**config.mk**
```make
export PLATFORM = sky130hd
export DESIGN_NAME = axis_moving_window_integrator_flat
export DESIGN_NICKNAME = d
export VERILOG_FILES = /design/src/rtl/ecg_pkg.sv /design/src/rtl/axis_moving_window_integrator_if.sv /design/src/rtl/mwi_delay_line.sv /design/src/rtl/axis_moving_window_integrator.sv /design/src/flat_wrapper.sv
export SDC_FILE = /design/constraint.sdc
export NUM_CORES = 2
export LEC_CHECK = 0
export ABC_CLOCK_PERIOD_IN_PS = 7600
export BUFFER_PORTS_ARGS = -buffer_cell sky130_fd_sc_hd__buf_2
export CORE_UTILIZATION = 60
export CTS_CLUSTER_DIAMETER = 50
export DETAILED_ROUTE_END_ITERATION = 8
export GPL_TIMING_DRIVEN = 0
export PLACE_DENSITY = 0.76
export SETUP_SLACK_MARGIN = 0.05
export SLEW_MARGIN = 20
export SYNTH_ARGS = -nofsm -noshare
export SYNTH_HDL_FRONTEND = slang
export SYNTH_SLANG_ARGS = --single-unit
```
**constraint.sdc**
```tcl
create_clock -name clk -period 7.6 [get_ports clk]
set_input_delay 0.38 -clock clk [delete_from_list [all_inputs] [get_ports clk]]
set_output_delay 0.38 -clock clk [all_outputs]
set_load 0.1 [all_outputs]
```
**src/rtl/ecg_pkg.sv**
```systemverilog
// Shared widths and defaults for the QRS detection chain.
// Width helpers keep every stage consistent with the sample width chosen upstream.
package ecg_pkg;

   localparam int MWI_WIN_LOG2 = 5;

   // A signed square needs one bit less than the full product; (-2^(w-1))^2 still fits.
   function automatic int sq_w(input int data_w);
      return 2 * data_w - 1;
   endfunction

   function automatic int sum_w(input int data_w, input int win_log2);
      return sq_w(data_w) + win_log2;
   endfunction

endpackage

```
**src/rtl/axis_moving_window_integrator_if.sv**
```systemverilog
// Sample-in / mean-out stream bundle for the moving-window integrator.
// The output side has no back-pressure.
interface axis_moving_window_integrator_if #(
   parameter int DATA_W = 16,
   parameter int OUT_W  = 32
);

   logic                     s_axis_tvalid;
   logic                     s_axis_tready;
   logic signed [DATA_W-1:0] s_axis_tdata;
   logic                     m_axis_tvalid;
   logic [OUT_W-1:0]         m_axis_tdata;

   modport slave (
      input  s_axis_tvalid,
      input  s_axis_tdata,
      output s_axis_tready,
      output m_axis_tvalid,
      output m_axis_tdata
   );

   modport master (
      output s_axis_tvalid,
      output s_axis_tdata,
      input  s_axis_tready,
      input  m_axis_tvalid,
      input  m_axis_tdata
   );

endinterface

```
**src/rtl/mwi_delay_line.sv**
```systemverilog
// Circular buffer of the last N squares with a read-first port.
// The oldest entry reads as zero until the window has filled, so storage needs no reset.
module mwi_delay_line
   import ecg_pkg::*;
#(
   parameter int SQ_W     = 31,
   parameter int WIN_LOG2 = MWI_WIN_LOG2
) (
   input  logic            clk,
   input  logic            rst_n,
   input  logic            wr_en,
   input  logic [SQ_W-1:0] wr_data,
   output logic [SQ_W-1:0] old,
   output logic            full
);

   localparam int N = 1 << WIN_LOG2;
   localparam logic [WIN_LOG2:0] FILL_MAX = (WIN_LOG2 + 1)'(N);

   logic [SQ_W-1:0]     mem [N];
   logic [WIN_LOG2-1:0] wr_ptr_reg;
   logic [WIN_LOG2:0]   fill_reg;

   assign full = (fill_reg == FILL_MAX);
   assign old  = full ? mem[wr_ptr_reg] : '0;

   always_ff @(posedge clk) begin
      if (wr_en) begin
         mem[wr_ptr_reg] <= wr_data;
      end
   end

   always_ff @(posedge clk or negedge rst_n) begin
      if (!rst_n) begin
         wr_ptr_reg <= '0;
         fill_reg   <= '0;
      end else if (wr_en) begin
         wr_ptr_reg <= wr_ptr_reg + WIN_LOG2'(1);
         if (!full) begin
            fill_reg <= fill_reg + (WIN_LOG2 + 1)'(1);
         end
      end
   end

endmodule

```
**src/rtl/axis_moving_window_integrator.sv**
```systemverilog
// Squares each derivative sample and emits the mean of the last 2^WIN_LOG2 squares.
// Three-stage pipeline: square, accumulate, mean/saturate; one sample per clock.
module axis_moving_window_integrator
   import ecg_pkg::*;
#(
   parameter int DATA_W   = 16,
   parameter int WIN_LOG2 = MWI_WIN_LOG2,
   parameter int OUT_W    = 32
) (
   input logic                            clk,
   input logic                            rst_n,
   axis_moving_window_integrator_if.slave bus
);

   localparam int SQ_W  = sq_w(DATA_W);
   localparam int SUM_W = sum_w(DATA_W, WIN_LOG2);

   logic                   tready_reg;
   logic                   v1_reg;
   logic                   v2_reg;
   logic                   m_valid_reg;
   logic [OUT_W-1:0]       m_data_reg;
   logic [SQ_W-1:0]        sq_reg;
   logic [SQ_W-1:0]        sq_next;
   logic signed [SQ_W-1:0] x_ext;
   logic [SQ_W-1:0]        old;
   logic                   full;
   logic [SUM_W-1:0]       sum_reg;
   logic [OUT_W-1:0]       mean_sat;
   logic                   accept;

   assign accept  = bus.s_axis_tvalid && tready_reg;
   assign x_ext   = SQ_W'(bus.s_axis_tdata);
   assign sq_next = x_ext * x_ext;

   assign bus.s_axis_tready = tready_reg;
   assign bus.m_axis_tvalid = m_valid_reg;
   assign bus.m_axis_tdata  = m_data_reg;

   mwi_delay_line #(
      .SQ_W     (SQ_W),
      .WIN_LOG2 (WIN_LOG2)
   ) u_delay_line (
      .clk     (clk),
      .rst_n   (rst_n),
      .wr_en   (v1_reg),
      .wr_data (sq_reg),
      .old     (old),
      .full    (full)
   );

   // Saturation logic only exists when the mean can be wider than the output.
   generate
      if (SUM_W - WIN_LOG2 <= OUT_W) begin : g_no_sat
         assign mean_sat = OUT_W'(sum_reg >> WIN_LOG2);
      end else begin : g_sat
         logic [SUM_W-1:0] mean_full;
         assign mean_full = sum_reg >> WIN_LOG2;
         assign mean_sat  = (mean_full > SUM_W'({OUT_W{1'b1}})) ? '1 : OUT_W'(mean_full);
      end
   endgenerate

   always_ff @(posedge clk or negedge rst_n) begin
      if (!rst_n) begin
         tready_reg  <= 1'b0;
         sq_reg      <= '0;
         v1_reg      <= 1'b0;
         sum_reg     <= '0;
         v2_reg      <= 1'b0;
         m_valid_reg <= 1'b0;
         m_data_reg  <= '0;
      end else begin
         tready_reg <= 1'b1;

         v1_reg <= accept;
         if (accept) begin
            sq_reg <= sq_next;
         end

         // The sum never exceeds N * max(sq), so SUM_W cannot overflow or underflow.
         v2_reg <= v1_reg;
         if (v1_reg) begin
            if (full) begin
               sum_reg <= sum_reg + SUM_W'(sq_reg) - SUM_W'(old);
            end else begin
               sum_reg <= sum_reg + SUM_W'(sq_reg);
            end
         end

         m_valid_reg <= v2_reg;
         if (v2_reg) begin
            m_data_reg <= mean_sat;
         end
      end
   end

endmodule

```
**src/flat_wrapper.sv**
```systemverilog
// flat-port wrapper written by rule: the top's interface ports become plain ports
module axis_moving_window_integrator_flat import ecg_pkg::*;
#(
   parameter int DATA_W   = 16,
   parameter int WIN_LOG2 = MWI_WIN_LOG2,
   parameter int OUT_W    = 32
)
  (clk, rst_n, bus_s_axis_tvalid, bus_s_axis_tdata, bus_s_axis_tready, bus_m_axis_tvalid, bus_m_axis_tdata);
  axis_moving_window_integrator_if #(.DATA_W(DATA_W), .OUT_W(OUT_W)) bus_i ();
  input logic clk;
  input logic rst_n;
  input wire logic [$bits(bus_i.s_axis_tvalid)-1:0] bus_s_axis_tvalid;
  input wire logic [$bits(bus_i.s_axis_tdata)-1:0] bus_s_axis_tdata;
  output wire logic [$bits(bus_i.s_axis_tready)-1:0] bus_s_axis_tready;
  output wire logic [$bits(bus_i.m_axis_tvalid)-1:0] bus_m_axis_tvalid;
  output wire logic [$bits(bus_i.m_axis_tdata)-1:0] bus_m_axis_tdata;
  assign bus_i.s_axis_tvalid = bus_s_axis_tvalid;
  assign bus_i.s_axis_tdata = bus_s_axis_tdata;
  assign bus_s_axis_tready = bus_i.s_axis_tready;
  assign bus_m_axis_tvalid = bus_i.m_axis_tvalid;
  assign bus_m_axis_tdata = bus_i.m_axis_tdata;
  axis_moving_window_integrator #(.DATA_W(DATA_W), .WIN_LOG2(WIN_LOG2), .OUT_W(OUT_W)) u_core (.clk(clk), .rst_n(rst_n), .bus(bus_i));
endmodule
```
==> summary.md <==
| Metric | Value |
|---|---|
| Status | finished with violations |
| Failing checks | DRC |
| Die W | about 300 um |
| Global routing usage on met1 | 46.40% |
| H-tree depth | 3 |
| Drt via density | between 6 and 7 |
| #FFs+latches synth | roughly 1,100 |
| Max Clk Rate | 0.1356 GHz |
| Slowest Stage Delay on Critical Path | 0.75 ns |
| Number of flops mapped to enable cells by yosys | 960 |
| Wire length per cell | ~32 um |
| Layout area overhead | 11.85% |
| Initial antenna violation count | 4 |
| Final Critical Period | 7.376 ns |
| Post-route cell area | 58,570 um^2 |
| Async set-reset flop share out of synthesis | a little over a tenth |
| Final worst-path cycle share | 97.05% |
| Netlist Area Pre-Place | about 52,000 um^2 |
| GR peak layer | met2 |
| Final Slew Violations | 0 |
| Fin. Hold Viols | 0 |
| Vias | 32,140 |
| Worst setup EP type | flop |
| CTS sink cnt | ~1,100 |
| First-pass GRT wire length | 220.1 mm |
| Crit-path max FO | 10 |
| Fin nets | between 3,000 and 4,000 |
| CTS tree | done |
| FF-to-FF Start | u_core.u_delay_line.wr_ptr_reg[0]$_DFFE_PN0P_ |
| Worst-margin pin slew | 1.267 ns |
| Antenna-violating nets left | 0 |
| Rel. slew slack | 15.57% |
| R2R Setup Slk | around 0.22 ns |
| Total Routing Usage GR | 34.88% |
| Arr. time, crit path | 7.90 ns |
| Crit path kind | flop to flop |
| Die height | 297.4 um |
| DP Area | 55,050 um^2 |
| Startpoint types | flop |
| Clk pin slew, worst setup/hold paths | 0.06 ns |
| Input/output buffers | 49 |
| Number of global-route vias before repair | 32,580 |
| Core area | roughly 86,000 um^2 |
| Initial Util | 61.02% |
| Netlist cell types | 78 |
| Maximum clock insertion buffer count | 3 |
| Router iterations before antenna repair | 8 |
| # hold bufs at CTS | 1 |
| Std-Cell Rows | 107 |
| Pin count of the biggest net entering global routing | 70 |
| Initial drt markers | 4,961 |
| Cells along the critical path | clkbuf_1 > buf_1 > buf_2 > mux4_2 > a22oi_1 > nand4_1 > nand2_1 > ha_1 > a21o_1 > a21oi_1 > a2bb2oi_1 > a31oi_1 > a311oi_1 > o31a_1 > o211ai_1 > nor2_1 > a21oi_1 > a311o_1 |
| Reg2reg end | u_core.sum_reg[33]$_DFFE_PN0P_ |
| Post-CTS Setup Repair Bufs | 0 |
| Max-cap viol count | 0 |
| Synth Flop Type | edfxtp_1 |
| Full die area | between 80,000 and 90,000 um^2 |
| Sequential share of the synthesized area | about 60% |
| Yosys warning count | 0 |
| DP HPWL | 101.3 mm |
| Final WL | 153.0 mm |
| Critical Path RT | just over 8 ns |
| Cts repair resizes | 0 |
| Cell count after synthesis | 3,318 |
| Grt met2 use | 55.31% |
| Worst skew pair latency | 0.72 ns |
| Total CTS buffers | 108 |
| Avg Cell Area, Syn | 15.78 um^2 |
| Hold Crit Class | input port to asynchronous set/reset pin |
| Most used cell, CP | a21oi_1 |
| Max reg flops | 960 |
| Final Skew | 0.08308 ns |
| Final Setup Violations | 0 |
| Root Buffer | clkbuf_16 |
| I/O pin count | 53 |
| RSZ-0062 raised after global routing | false |
| Layout cells sized above 1 | 17.38% |
| GRT Residual Overflow | 0 |
| Residual DRC count | 2 |
| FF-to-FF path depth | 18 |
| CP max stage cell | buf_1 |
| Met3 usage | 7.924% |
| RePlAce Congestion | 0.8896 |
through the flow:
step / hold WS (ns) / TNS, ns / setup WS (ns) / util, % / std cells
floorplan: 0.08441 / 0 / 1.153 / - / 3320
global placement: 0.4397 / -0.08789 / -0.06937 / 62.98 / 4513
detailed placement: 0.3418 / -0.3205 / -0.1731 / 64.15 / 4548
CTS: 0.1790 / 0 / 0.1499 / 68.20 / 4752
global route: 0.1981 / 0 / 0.1784 / 68.24 / 4752
finish: 0.1840 / 0 / 0.2240 / 68.25 / 4755
critical path: cells and delay by family, from the launching register on:
family          cells  cell delay (ns)
buf+inv             3             1.89
mux                 1             0.56
simple gates        3             1.10
fa+ha+maj           1             0.35
compound gates     10             2.83
flops               1             0.44
cells in the final DEF, fill, tap and decap left out, types with 38 or more instances in the layout:
cell type	count
nand2_1	203
dfrtp_1	84
a21o_1	56
nor2_1	116
clkbuf_1	120
fa_1	230
mux4_2	240
buf_2	56
clkbuf_16	110
inv_1	337
a21oi_1	102
xnor2_1	73
ha_1	157
a22oi_1	119
nand4_1	39
xor2_1	38
o21ai_0	61
edfxtp_1	960
Yosys cell counts (all sizes together), types with 56 or more instances:
cell type    n  area (um^2)
clkbuf     112        420.4
nand2      204        768.2
edfxtp     960        28830
a21oi      102        510.5
dfrtp      112         2803
fa         230         4604
nor2       148        555.5
a22oi      119        893.4
o21ai       67        346.6
ha         157         1964
mux4       240         5405
xnor2       73        639.4
inv        338         1269
a21o        56        420.4
metal layers:
layer | part of all wire, % | wire length (um) | vias to the layer above
met5 | 0.0085 | 13 | -
met3 | 13 | 19130 | 471
met1 | 35 | 53850 | 16340
met2 | 47 | 72410 | 2547
met4 | 4.9 | 7546 | 2
li1 | - | - | 12780
final cells by class:
type / instances / area [um^2]
flip-flops and latches: 1072 / 31670
fillers: 5494 / 27250
multi-input cells: 1768 / 19170
clock buffers: 127 / 2816
well taps: 1144 / 1431
inverters: 340 / 1276
repair buffers: 85 / 993.5
clock inverters: 76 / 644.4
plain buffers: 140 / 560.5
diodes: 3 / 7.507
cell families after synthesis:
family                     synth area share, %
DFF                                      60.41
and+or+nand+nor                          4.681
buffers and inverters                    3.448
AOI/OAI and AO/OA                        5.852
adders and majority gates                12.55
muxes                                    11.20
xor gates and xnor gates                 1.857
other                                  0.01434
worst max path at each step:
stage	startpoint	to	slack (ns)	cells past startpoint
after floorplan	bus_s_axis_tdata[5]	u_core.sq_reg[29]$_DFFE_PN0P_	1.15	23
after global placement	bus_s_axis_tdata[5]	u_core.sq_reg[29]$_DFFE_PN0P_	-0.07	23
after detailed placement	bus_s_axis_tdata[5]	u_core.sq_reg[29]$_DFFE_PN0P_	-0.17	23
after CTS	u_core.u_delay_line.wr_ptr_reg[0]$_DFFE_PN0P_	u_core.sum_reg[32]$_DFFE_PN0P_	0.15	18
after global routing	u_core.u_delay_line.wr_ptr_reg[0]$_DFFE_PN0P_	u_core.sum_reg[33]$_DFFE_PN0P_	0.18	18
final	u_core.u_delay_line.wr_ptr_reg[0]$_DFFE_PN0P_	u_core.sum_reg[33]$_DFFE_PN0P_	0.22	18
Power is left out: the tool's default activity adds up to more than one toggle a clock period on the data nets, which glitch-free logic cannot reach.
